$ cat src/rtl/game_control.sv
// game_control: frame sequencer for the flappy-bird datapath.
//   Each frame: draw bird, top wall, bottom wall; hold FRAME_CYCLES; erase all
//   three; one-cycle UPDATE; one-cycle CHECK of the collision flag.
// Ports:
//   clk            system clock, all logic on posedge
//   reset          synchronous, active-low
//   go             key level; rising edge starts a game or requests a flap
//   finished_draw  rectangle drawer reports the current rectangle complete
//   collision      collision checker result, sampled in CHECK
//   cur_state      registered state code to the datapath
//   update_en      one-cycle pulse in UPDATE
//   flap           upward impulse, only valid with update_en
//   game_over      high in GAME_OVER
//   score          frames survived, saturating at 255
//   draw_err       sticky draw/erase timeout flag, cleared only by reset
module game_control #(
  parameter int unsigned FRAME_CYCLES = 833333,
  parameter int unsigned DRAW_TIMEOUT = 4095
) (
  input  logic       clk,
  input  logic       reset,
  input  logic       go,
  input  logic       finished_draw,
  input  logic       collision,
  output logic [3:0] cur_state,
  output logic       update_en,
  output logic       flap,
  output logic       game_over,
  output logic [7:0] score,
  output logic       draw_err
);

  localparam int unsigned MAX_CNT = (FRAME_CYCLES > DRAW_TIMEOUT) ? FRAME_CYCLES : DRAW_TIMEOUT;
  localparam int unsigned CNT_W   = $clog2(MAX_CNT + 1);

  typedef enum logic [3:0] {
    S_DRAW_BIRD      = 4'd0,
    S_DRAW_WALL_TOP  = 4'd1,
    S_DRAW_WALL_BOT  = 4'd2,
    S_ERASE_BIRD     = 4'd3,
    S_ERASE_WALL_TOP = 4'd4,
    S_ERASE_WALL_BOT = 4'd5,
    S_WAIT_FRAME     = 4'd6,
    S_UPDATE         = 4'd7,
    S_CHECK          = 4'd8,
    S_IDLE           = 4'd9,
    S_GAME_OVER      = 4'd10
  } state_t;

  state_t             state_q, state_d;
  logic [CNT_W-1:0]   cnt_q, cnt_d;
  logic               latch_q, latch_d;
  logic               go_prev_q, go_prev_d;
  logic [7:0]         score_q, score_d;
  logic               err_q, err_d;

  logic go_rise;
  logic is_draw;
  logic draw_done;
  logic draw_to;
  logic adv;

  always_comb begin
    go_rise   = go & ~go_prev_q;
    is_draw   = (state_q <= S_ERASE_WALL_BOT);
    // Entry cycle (cnt_q == 0) ignores a stale done from the previous rectangle.
    draw_done = (cnt_q != '0) & finished_draw;
    draw_to   = (cnt_q == CNT_W'(DRAW_TIMEOUT - 1));
    adv       = draw_done | draw_to;

    state_d   = state_q;
    latch_d   = latch_q;
    score_d   = score_q;
    err_d     = err_q;
    go_prev_d = go;

    case (state_q)
      S_DRAW_BIRD:      if (adv) state_d = S_DRAW_WALL_TOP;
      S_DRAW_WALL_TOP:  if (adv) state_d = S_DRAW_WALL_BOT;
      S_DRAW_WALL_BOT:  if (adv) state_d = S_WAIT_FRAME;
      S_ERASE_BIRD:     if (adv) state_d = S_ERASE_WALL_TOP;
      S_ERASE_WALL_TOP: if (adv) state_d = S_ERASE_WALL_BOT;
      S_ERASE_WALL_BOT: begin
        if (adv) begin
          state_d = S_UPDATE;
          // Score is bumped on entry so it is already visible during UPDATE.
          if (score_q != 8'hFF) score_d = score_q + 8'd1;
        end
      end
      S_WAIT_FRAME: if (cnt_q == CNT_W'(FRAME_CYCLES - 1)) state_d = S_ERASE_BIRD;
      S_UPDATE: begin
        state_d = S_CHECK;
        latch_d = 1'b0;
      end
      S_CHECK: state_d = collision ? S_GAME_OVER : S_DRAW_BIRD;
      S_IDLE: begin
        if (go_rise) begin
          state_d = S_DRAW_BIRD;
          score_d = '0;
          latch_d = 1'b0;
        end
      end
      S_GAME_OVER: if (go_rise) state_d = S_IDLE;
      default: state_d = S_IDLE;
    endcase

    // Presses during drawing, waiting or checking are remembered for the next UPDATE.
    if (go_rise && (is_draw || state_q == S_WAIT_FRAME || state_q == S_CHECK))
      latch_d = 1'b1;

    if (is_draw && draw_to && !draw_done) err_d = 1'b1;

    // Counter runs only in draw/erase and WAIT_FRAME; bounded by the exit compares.
    if (state_d != state_q || !(is_draw || state_q == S_WAIT_FRAME))
      cnt_d = '0;
    else
      cnt_d = cnt_q + 1'b1;
  end

  always_ff @(posedge clk) begin
    if (!reset) begin
      state_q   <= S_IDLE;
      cnt_q     <= '0;
      latch_q   <= 1'b0;
      go_prev_q <= 1'b0;
      score_q   <= '0;
      err_q     <= 1'b0;
    end else begin
      state_q   <= state_d;
      cnt_q     <= cnt_d;
      latch_q   <= latch_d;
      go_prev_q <= go_prev_d;
      score_q   <= score_d;
      err_q     <= err_d;
    end
  end

  always_comb begin
    cur_state = state_q;
    update_en = (state_q == S_UPDATE);
    flap      = (state_q == S_UPDATE) & (latch_q | go_rise);
    game_over = (state_q == S_GAME_OVER);
    score     = score_q;
    draw_err  = err_q;
  end

endmodule

$ cat config.mk
export PLATFORM = sky130hd
export DESIGN_NAME = game_control
export DESIGN_NICKNAME = d
export VERILOG_FILES = /design/src/rtl/game_control.sv
export SDC_FILE = /design/constraint.sdc
export NUM_CORES = 1
export LEC_CHECK = 0
export ABC_CLOCK_PERIOD_IN_PS = 2400
export BUFFER_PORTS_ARGS = -buffer_cell sky130_fd_sc_hd__buf_2
export CORE_MARGIN = 1.5
export CORE_UTILIZATION = 45
export DETAILED_ROUTE_END_ITERATION = 6
export PLACE_DENSITY = 0.67
export SLEW_MARGIN = 30
export SYNTH_ARGS = -nofsm -noshare
export SYNTH_HDL_FRONTEND = slang
export SYNTH_SLANG_ARGS = --single-unit
$ cat constraint.sdc
create_clock -name clk -period 2.4 [get_ports clk]
set_clock_uncertainty 0.05 [all_clocks]
set_input_delay 0.24 -clock clk [delete_from_list [all_inputs] [get_ports clk]]
set_output_delay 0.24 -clock clk [all_outputs]
set_load 0.005 [all_outputs]
==> summary.md, run 1 <==
| Metric | Value |
|---|---|
| R2R depth | `7` |
| Drt pass-1 iters | `4` |
| Final Hold Fails | `0` |
| HPWL Detailed | `3127 um` |
| Clock tree root buffer cell | `clkbuf_8` |
| Setup TNS | `-131.5 ps` |
| Worst EP arrival | `2510 ps` |
| Layout area overhead | `26.14%` |
| Max Slew Vio Count | `0` |
| Number of stages on the worst setup path | `7` |
| Die Ht | `68.88 um` |
| RSZ-0062 raised after global routing | `yes` |
| Placer Congestion | `0.8185` |
| Top FF cell, synth | `dfxtp_1` |
| Crit share post-route | `100.8%` |
| EDFF count, synth | `0` |
| Largest family of logic cells by synthesized area | `simple AND/OR/NAND/NOR gates` |
| CP Cell Sequence | `ha_4 -> or4b_4 -> or4_4 -> or2_4 -> a31oi_4 -> buf_6 -> nor3_1` |
| Max Clk Rate | `0.4132 GHz` |
| Sequential area share after synthesis | `35.87%` |
| Skew-Pair Late Insertion Delay | `290 ps` |
| Synthesized area per cell | `8.276 um^2` |
| DP Area | `2253 um^2` |
| # DRC | `0` |
| Worst VDD drop | `0.3300 mV` |
| Routed length per instance | `14.20 um` |
| Leakage power | `0.8746 nW` |
| Synth Area in Compound Gates | `14.16%` |
| Async S/R FF share, synth | `0%` |
| Initial antenna violation count | `0` |
| Simple-gate share of the synthesized area | `32.16%` |
| Worst Max-Slew Pin Slew | `885.4 ps` |
| Total gr overflow | `0` |
| Relative max-transition margin | `40.83%` |
| Syn Inst Count | `236` |
| Adder-cell share of the synthesized area | `2.562%` |
| Number of synthesized register bits | `35` |
| Num Clock Sinks | `35` |
| Crit path largest cell delay | `510 ps` |
| Final Power | `1.247 mW` |
| Crit Path Max Fanout | `7` |
| CP Data Required Time | `2490 ps` |
| WL final | `4645 um` |
| IO Count | `21` |
| Outcome | `finished, violations left` |
| Yosys cell types | `43` |
| Vias per cell | `5.667` |
| Max cap viols | `0` |
| Vias in the first global route | `1593` |
| Nets | `285` |
| Layout cells sized above 1 | `25.27%` |
| Critical path's top delay family | `simple AND/OR/NAND/NOR gates` |
| Largest net degree at the start of global routing | `22` |
| Total Die Area | `4744 um^2` |
| CP max stage cell | `or4_4` |
| Final instance area | `2464 um^2` |
| Core Region | `4086 um^2` |
| Hold depth | `2` |
| Fin crit period | `2420 ps` |
| Reg clk slew, reported paths | `70 ps` |
| CTS tree | `built` |
| Antenna Cells | `0` |
| Post-synthesis mux area share | `3.075%` |
| Cts hold-fix bufs | `0` |
| Total GRT Usage | `22.02%` |
| Failing checks | `setup timing` |
| Cts bufs inserted | `5` |
| Via count | `1853` |
| Synth Warn # | `0` |
| Setup CP Type | `flip-flop to flip-flop` |
| # rows | `23` |
| Antenna viol nets, final | `0` |
| CP Launch Type | `flip-flop` |
| Hold WC Path Type | `input port to flip-flop` |
| Synth Cell Area | `1953 um^2` |
| WP buf/inv | `1` |
| Syn nets | `245` |
| H-tree Lvls | `2` |
| CTS Buffer Depth | `2` |
| PortBufs | `20` |
| Crit. End Element | `flip-flop` |
| Starting Density | `47.80%` |
| Die width | `68.88 um` |
| Power per cell area | `506.1 nW/um^2` |
| Endpoints failing setup | `14` |
| First-pass GRT wire length | `7645 um` |
| Setup WS post-layout | `-19.91 ps` |
| Initial DRC count | `165` |
| XOR/XNOR Fraction of Synth Area | `8.072%` |
## through the flow
stage	hold WS [ps]	util, %	setup slack, ps	instances
finish	106.0	60.29	-19.91	327
global route	106.3	60.29	-92.98	327
CTS	109.6	58.79	-24.85	327
detailed placement	417.9	55.14	-90.20	316
global placement	404.1	55.14	-20.34	316
floorplan	307.7	-	7.014	236
## cell families after synthesis
family | Yosys count
AOI/OAI and AO/OA | 38
xor gates and xnor gates | 18
adders and majority gates | 4
buffers and inverters | 19
DFF | 35
muxes | 6
and+or+nand+nor | 116
## final timing paths
path	start	endpoint	slack (ps)
worst min-delay path	go	go_prev_q$_SDFF_PN0_	110
worst max-delay path	cnt_q[1]$_SDFF_PP0_	cnt_q[12]$_SDFF_PP0_	-20
worst min register to register	score[7]$_SDFFE_PN0P_	score[7]$_SDFFE_PN0P_	430
worst max register to register	cnt_q[1]$_SDFF_PP0_	cnt_q[12]$_SDFF_PP0_	-20
## cells in the final DEF (no fill, tap or decap), types with 2 or more instances in the layout
cell type / synthesis / routed
a211o_1: 2 / 2
nor4_1: 5 / 5
nor3_1: 27 / 18
nand2_1: 21 / 21
nand2b_1: 8 / 8
buf_6: 1 / 3
inv_1: 8 / 7
o21a_1: 4 / 4
nand3_1: 16 / 16
xnor2_1: 13 / 13
xor2_1: 5 / 5
a21oi_1: 9 / 9
buf_4: 0 / 20
clkbuf_8: 0 / 7
and2_1: 5 / 5
buf_2: 1 / 20
ha_1: 4 / 3
o21ai_0: 6 / 6
nor2b_1: 4 / 4
and4_1: 3 / 3
a211oi_1: 5 / 5
and3_1: 3 / 3
mux2i_1: 6 / 6
a2111oi_4: 0 / 2
nand4_1: 4 / 4
nor3b_1: 5 / 5
dfxtp_1: 35 / 34
nor3_2: 0 / 9
nor2_1: 8 / 8
nand3b_1: 2 / 2
## metal layers
metal / GRT usage (%) / part of all wire (%) / up-vias / routed length, um
met3: 5.357 / 4.5 / 8 / 211
met2: 31.61 / 43 / 46 / 1977
met5: 0 / 0 / - / 0
met1: 31.76 / 51 / 864 / 2377
li1: - / - / 935 / -
met4: 8.088 / 1.7 / 0 / 78
## where the power goes
| group | internal, mW | switching (mW) | total (mW) |
|---|---|---|---|
| Sequential | 0.593 | 0.0149 | 0.608 |
| Combinational | 0.0668 | 0.0955 | 0.162 |
| Clock | 0.262 | 0.215 | 0.477 |
## what timing repair did
action,CTS,global route
setup endpoints to repair,24,30
setup buffers,1,0
gates cloned,2,0
gates resized for setup,9,12
pin swaps,0,9
## cell type report
type,count,area (um^2)
fillers,396,1623
multi-input cells,183,1285
flip-flops and latches,35,701.9
repair buffers,43,284.0
clock buffers,8,100.1
well taps,50,62.56
inverters,8,30.03
## Yosys cell counts, drive strengths merged (6+ instances only)
library cell	instances	area, um^2
inv	8	30.03
nor2	8	30.03
clkbuf	9	33.78
nand2	21	78.83
nor3	27	135.1
nand2b	8	50.05
xnor2	13	113.9
o21ai	6	30.03
a21oi	9	45.04
dfxtp	35	700.7
nand3	16	80.08
mux2i	6	60.06
## state kept, by name, indices dropped and copies added (netlist names)
name       flops
cur_state      4
latch_q        1
score          8
draw_err       1
cnt_q         20
go_prev_q      1
(Power assumes the default switching activity.)
==> run 2: changes to the inputs <==
Settings changed: CELL_PAD_IN_SITES_DETAIL_PLACEMENT from default to 0, CELL_PAD_IN_SITES_GLOBAL_PLACEMENT from default to 2, CORE_UTILIZATION 45 to 31, PLACE_DENSITY 0.67 to 0.75.
==> run 2 against run 1 <==
Net effect:
- the run still ends with setup timing left
- die area rose by 43%
- total power rose by 6.8%
- via count fell by 3.9%
- critical path depth rose by 1
- critical path type unchanged
- highest routed layer unchanged
==> summary.md, run 2 (same netlist as run 1, synthesis figures left out) <==
| Metric | Value |
|---|---|
| Antenna Cells | `0` |
| CP Data Required Time | `2580 ps` |
| Crit share post-route | `101.5%` |
| Routed length per instance | `14.24 um` |
| # DRC | `0` |
| Cts hold-fix bufs | `0` |
| Drt pass-1 iters | `4` |
| Vias per cell | `5.103` |
| Total Die Area | `6786 um^2` |
| IO Count | `21` |
| Endpoints failing setup | `6` |
| Power per cell area | `541.8 nW/um^2` |
| Die Ht | `82.38 um` |
| Initial antenna violation count | `0` |
| CP max stage cell | `or4_4` |
| Most flop-heavy register | `cnt_q` |
| CP Cell Sequence | `inv_2 -> ha_1 -> or4b_1 -> or4_4 -> or2_4 -> buf_12 -> a2111oi_4 -> mux2i_1` |
| WP buf/inv | `2` |
| Worst VDD drop | `0.3609 mV` |
| Layout area overhead | `25.82%` |
| Skew-Pair Late Insertion Delay | `300 ps` |
| Crit path largest cell delay | `490 ps` |
| Placer Congestion | `0.7973` |
| Setup WS post-layout | `-35.03 ps` |
| Via count | `1781` |
| CTS Buffer Depth | `2` |
| WL final | `4970 um` |
| Max Clk Rate | `0.4107 GHz` |
| Worst EP arrival | `2620 ps` |
| Hold WC Path Type | `input port to flip-flop` |
| HPWL Detailed | `3529 um` |
| Largest register FFs | `20` |
| RSZ-0062 raised after global routing | `yes` |
| CTS tree | `built` |
| Total GRT Usage | `16.22%` |
| Cts bufs inserted | `5` |
| Fin crit period | `2435 ps` |
| First-pass GRT wire length | `8245 um` |
| Clock tree root buffer cell | `clkbuf_8` |
| Failing checks | `setup timing` |
| Num Clock Sinks | `35` |
| Setup CP Type | `flip-flop to flip-flop` |
| Final Hold Fails | `0` |
| Critical path's top delay family | `simple AND/OR/NAND/NOR gates` |
| Crit. End Element | `flip-flop` |
| Reg clk slew, reported paths | `80 ps` |
| Nets | `282` |
| PortBufs | `20` |
| Initial DRC count | `74` |
| Most common cell after layout, fill and taps aside | `dfxtp_1` |
| Setup Fix Bufs, Post-CTS | `0` |
| Relative max-transition margin | `64.39%` |
| Vias in the first global route | `1639` |
| Die width | `82.38 um` |
| Number of stages on the worst setup path | `8` |
| Layout cells sized above 1 | `21.90%` |
| Outcome | `finished, violations left` |
| Worst Max-Slew Pin Slew | `529.3 ps` |
| Max cap viols | `0` |
| Largest net degree at the start of global routing | `22` |
| Post-Place Worst Slack | `-54.94 ps` |
| Hold depth | `2` |
| Core Region | `5991 um^2` |
| Most frequent cells in the layout | `dfxtp_1 (34), nor3_1 (26), nand2_1 (21)` |
| H-tree Lvls | `2` |
| Max Slew Vio Count | `0` |
| R2R depth | `8` |
| Total gr overflow | `0` |
| # rows | `28` |
| Setup TNS | `-77.90 ps` |
| Starting Density | `32.60%` |
| CP Launch Type | `flip-flop` |
| Crit Path Max Fanout | `10` |
| Leakage power | `0.8907 nW` |
| Antenna viol nets, final | `0` |
-- run 2: final timing paths --
kind,startpoint,end,slack (ps)
worst max-delay path,cnt_q[0]$_SDFF_PP0_,score[7]$_SDFFE_PN0P_,-40
worst max register to register,cnt_q[0]$_SDFF_PP0_,score[7]$_SDFFE_PN0P_,-40
worst min register to register,score[7]$_SDFFE_PN0P_,score[7]$_SDFFE_PN0P_,440
worst min-delay path,go,go_prev_q$_SDFF_PN0_,110
-- run 2: worst reg2reg max path: stages (launching register included) --
cell	delay [ps]
dfxtp_2	330
inv_2	50
ha_1	120
or4b_1	430
or4_4	490
or2_4	260
buf_12	150
a2111oi_4	300
mux2i_1	200
-- run 2: metrics by stage --
step / hold slack [ps] / util (%) / instances / total power, mW / area, um^2
2_1_floorplan: 307.7 / - / 236 / 0.7183 / 1978
3_3_place_gp: 405.3 / 38.55 / 341 / 0.7811 / 2310
3_5_place_dp: 408.6 / 38.55 / 341 / 0.7801 / 2310
4_1_cts: 99.60 / 40.60 / 349 / 1.353 / 2432
5_1_grt: 98.53 / 41.02 / 349 / 1.394 / 2457
6_report: 108.3 / 41.02 / 349 / 1.331 / 2457
-- run 2: layout make-up --
cell class / count / area, um^2
multi-input cells: 182 / 1227
repair buffers: 41 / 286.5
fillers: 620 / 3533
clock inverters: 2 / 35.03
well taps: 75 / 93.84
inverters: 8 / 30.03
clock buffers: 6 / 82.58
flip-flops and latches: 35 / 701.9
-- run 2: repair_timing --
item	4_1_cts	5_1_grt
pin swaps	3	2
endpoints found under the setup margin	26	31
resized for setup	1	7
cloned	0	0
-- run 2: power breakdown --
group,internal [mW],leakage [nW],switching (mW)
combinational,0.0674,0.546,0.0954
sequential,0.593,0.283,0.0104
clock,0.336,0.0612,0.229
-- run 2: per-layer routing --
metal | vias up | track usage (%) | part of all wire [%]
met5 | - | 0 | 0
met4 | 0 | 5.763 | 1.9
met3 | 8 | 4.725 | 4.1
met2 | 28 | 24.23 | 43
met1 | 813 | 22.02 | 51
li1 | 932 | - | -
==> run 3: changes to the inputs <==
Settings changed: CORE_UTILIZATION 31 to 30, PLACE_DENSITY 0.75 to 0.73, SETUP_SLACK_MARGIN from default to 0.15.
==> run 3 against run 2 <==
Net effect:
- the run still ends with setup timing left
- global-route usage down 0.73 points
- sequential cell count is the same
- count of clock-buffer cells in the layout decreased by 1
- combinational power is 2% higher
- total power is 6.3% higher
- via count is 3.4% higher
==> summary.md, run 3 (same netlist as run 1, synthesis figures left out) <==
| Metric | Value |
|---|---|
| Outcome | `finished, violations left` |
| Failing checks | `setup timing` |
| RSZ-0062 raised after global routing | `yes` |
| HPWL Detailed | `3566 um` |
| Starting Density | `30.94%` |
| CTS Buffer Depth | `2` |
| # DRC | `0` |
| Fin crit period | `2434 ps` |
| Worst Max-Slew Pin Slew | `456.8 ps` |
| Worst hold start | `go` |
| Critical path's top delay family | `simple AND/OR/NAND/NOR gates` |
| # rows | `29` |
| CP Data Required Time | `2520 ps` |
| Number of stages on the worst setup path | `8` |
| Via count | `1842` |
| Die Ht | `83.69 um` |
| R2R Path End | `cnt_q[15]$_SDFF_PP0_` |
| Cts hold-fix bufs | `0` |
| Cts bufs inserted | `5` |
| Worst VDD drop | `0.3352 mV` |
| Max Clk Rate | `0.4109 GHz` |
| Hold Path End | `go_prev_q$_SDFF_PN0_` |
| Vias in the first global route | `1849` |
| Most flop-heavy register | `cnt_q` |
| Sw Share | `23.91%` |
| Worst R2R Setup Slack | `-30 ps` |
| Register area | `701.9 um^2` |
| Post-Place Worst Slack | `-49.53 ps` |
| Largest net degree at the start of global routing | `22` |
| Largest register FFs | `20` |
| Antenna viol nets, final | `0` |
| Max cap viols | `0` |
| H-tree Lvls | `2` |
| Num Clock Sinks | `35` |
| CP Launch Type | `flip-flop` |
| Total Die Area | `7003 um^2` |
| Setup WS post-layout | `-33.68 ps` |
| Clock Power Share | `45.4%` |
| Most common cell after layout, fill and taps aside | `dfxtp_1` |
| Multi-input gate area | `1249 um^2` |
| Hold depth | `2` |
| First-pass GRT wire length | `8769 um` |
| WP buf/inv | `2` |
| Crit share post-route | `101.4%` |
| Skew-Pair Late Insertion Delay | `290 ps` |
| Antenna Cells | `0` |
| CP Cell Sequence | `inv_2 -> ha_1 -> or4b_4 -> or4_4 -> or2_4 -> a31oi_4 -> buf_8 -> nor3_1` |
| Die width | `83.69 um` |
| Fillers | `689` |
| Crit. End Element | `flip-flop` |
| Clock tree root buffer cell | `clkbuf_8` |
| Layout cells sized above 1 | `24.73%` |
| Max Slew Vio Count | `0` |
| Reg2Reg Launch Point | `cnt_q[0]$_SDFF_PP0_` |
| Relative max-transition margin | `69.51%` |
| Final Core Density | `39.97%` |
| Hold WC Path Type | `input port to flip-flop` |
| Routed length per instance | `14.36 um` |
| Share of power burned in combinational logic | `11.8%` |
| Crit Path Max Fanout | `10` |
| Register share of total power | `42.8%` |
| Final Hold Fails | `0` |
| Power per cell area | `561.1 nW/um^2` |
| Initial DRC count | `77` |
| Nets | `287` |
| Switching pwr | `338.5 uW` |
| Leakage power | `0.8982 nW` |
| Total GRT Usage | `15.49%` |
| Total gr overflow | `0` |
| Setup CP Type | `flip-flop to flip-flop` |
| R2R depth | `8` |
| Layout area overhead | `29.21%` |
| WL final | `5112 um` |
| Reg clk slew, reported paths | `80 ps` |
| PortBufs | `20` |
| Setup TNS | `-540.0 ps` |
| Drt pass-1 iters | `4` |
| Endpoints failing setup | `25` |
| CP max stage cell | `or4_4` |
| Initial antenna violation count | `0` |
| Crit path largest cell delay | `490 ps` |
| Core Region | `6314 um^2` |
| IO Count | `21` |
| Placer Congestion | `0.7826` |
| CTS tree | `built` |
| Most frequent cells in the layout | `dfxtp_1 (34), nor3_1 (26), buf_4 (23)` |
| Worst EP arrival | `2550 ps` |
| Internal power | `1.077 mW` |
| Vias per cell | `5.174` |
## run 3: final cells by class
type | instances | share of cell area [%]
clock inverters | 3 | 2.677
inverters | 8 | 1.190
repair buffers | 46 | 12.30
well taps | 77 | 3.818
multi-input cells | 182 | 49.48
flip-flops and latches | 35 | 27.81
clock buffers | 5 | 2.727
## run 3: repair_timing
action                                  in CTS  in global routing
buffers inserted                             1                  0
endpoints found under the setup margin      31                 31
resized for setup                            6                  9
pin swaps                                    4                  5
cloned                                       0                  1
## run 3: worst reg2reg max path, stage by stage, from the launching register on
cell     delay (ps)
dfxtp_2         330
inv_2            50
ha_1            130
or4b_4          450
or4_4           490
or2_4           310
a31oi_4         270
buf_8           180
nor3_1           60
## run 3: power groups by stage
| stage | Combinational (mW) | Clock, mW | Sequential, mW |
|---|---|---|---|
| after floorplan | 0.100 | 0 | 0.620 |
| after global placement | 0.158 | 0 | 0.620 |
| after detailed placement | 0.159 | 0 | 0.619 |
| after CTS | 0.162 | 0.663 | 0.606 |
| after global routing | 0.186 | 0.694 | 0.608 |
| final | 0.167 | 0.643 | 0.606 |
## run 3: routing by layer
layer	track usage (%)	up-vias	wire, um
met5	0	-	0
met1	19.94	873	2531
met4	4.471	0	59
met2	25.81	26	2350
li1	-	937	-
met3	3.660	6	169
## run 3: worst max-delay path by stage
stage / from / endpoint
3_5_place_dp: cnt_q[0]$_SDFF_PP0_ / cnt_q[5]$_SDFF_PP0_
5_1_grt: cnt_q[0]$_SDFF_PP0_ / cnt_q[19]$_SDFF_PP0_
6_report: cnt_q[0]$_SDFF_PP0_ / cnt_q[15]$_SDFF_PP0_
2_1_floorplan: cnt_q[0]$_SDFF_PP0_ / score[5]$_SDFFE_PN0P_
3_3_place_gp: cnt_q[0]$_SDFF_PP0_ / cnt_q[1]$_SDFF_PP0_
4_1_cts: cnt_q[0]$_SDFF_PP0_ / cur_state[1]$_SDFF_PN0_
## run 3: through the flow
step	cell area [um^2]	hold WS (ps)	cells	power (mW)
after floorplan	1986	307.7	236	0.7204
after global placement	2311	406.6	346	0.7774
after detailed placement	2311	407.1	346	0.7789
after CTS	2485	106.8	355	1.431
after global routing	2524	116.1	356	1.488
final	2524	106.8	356	1.416
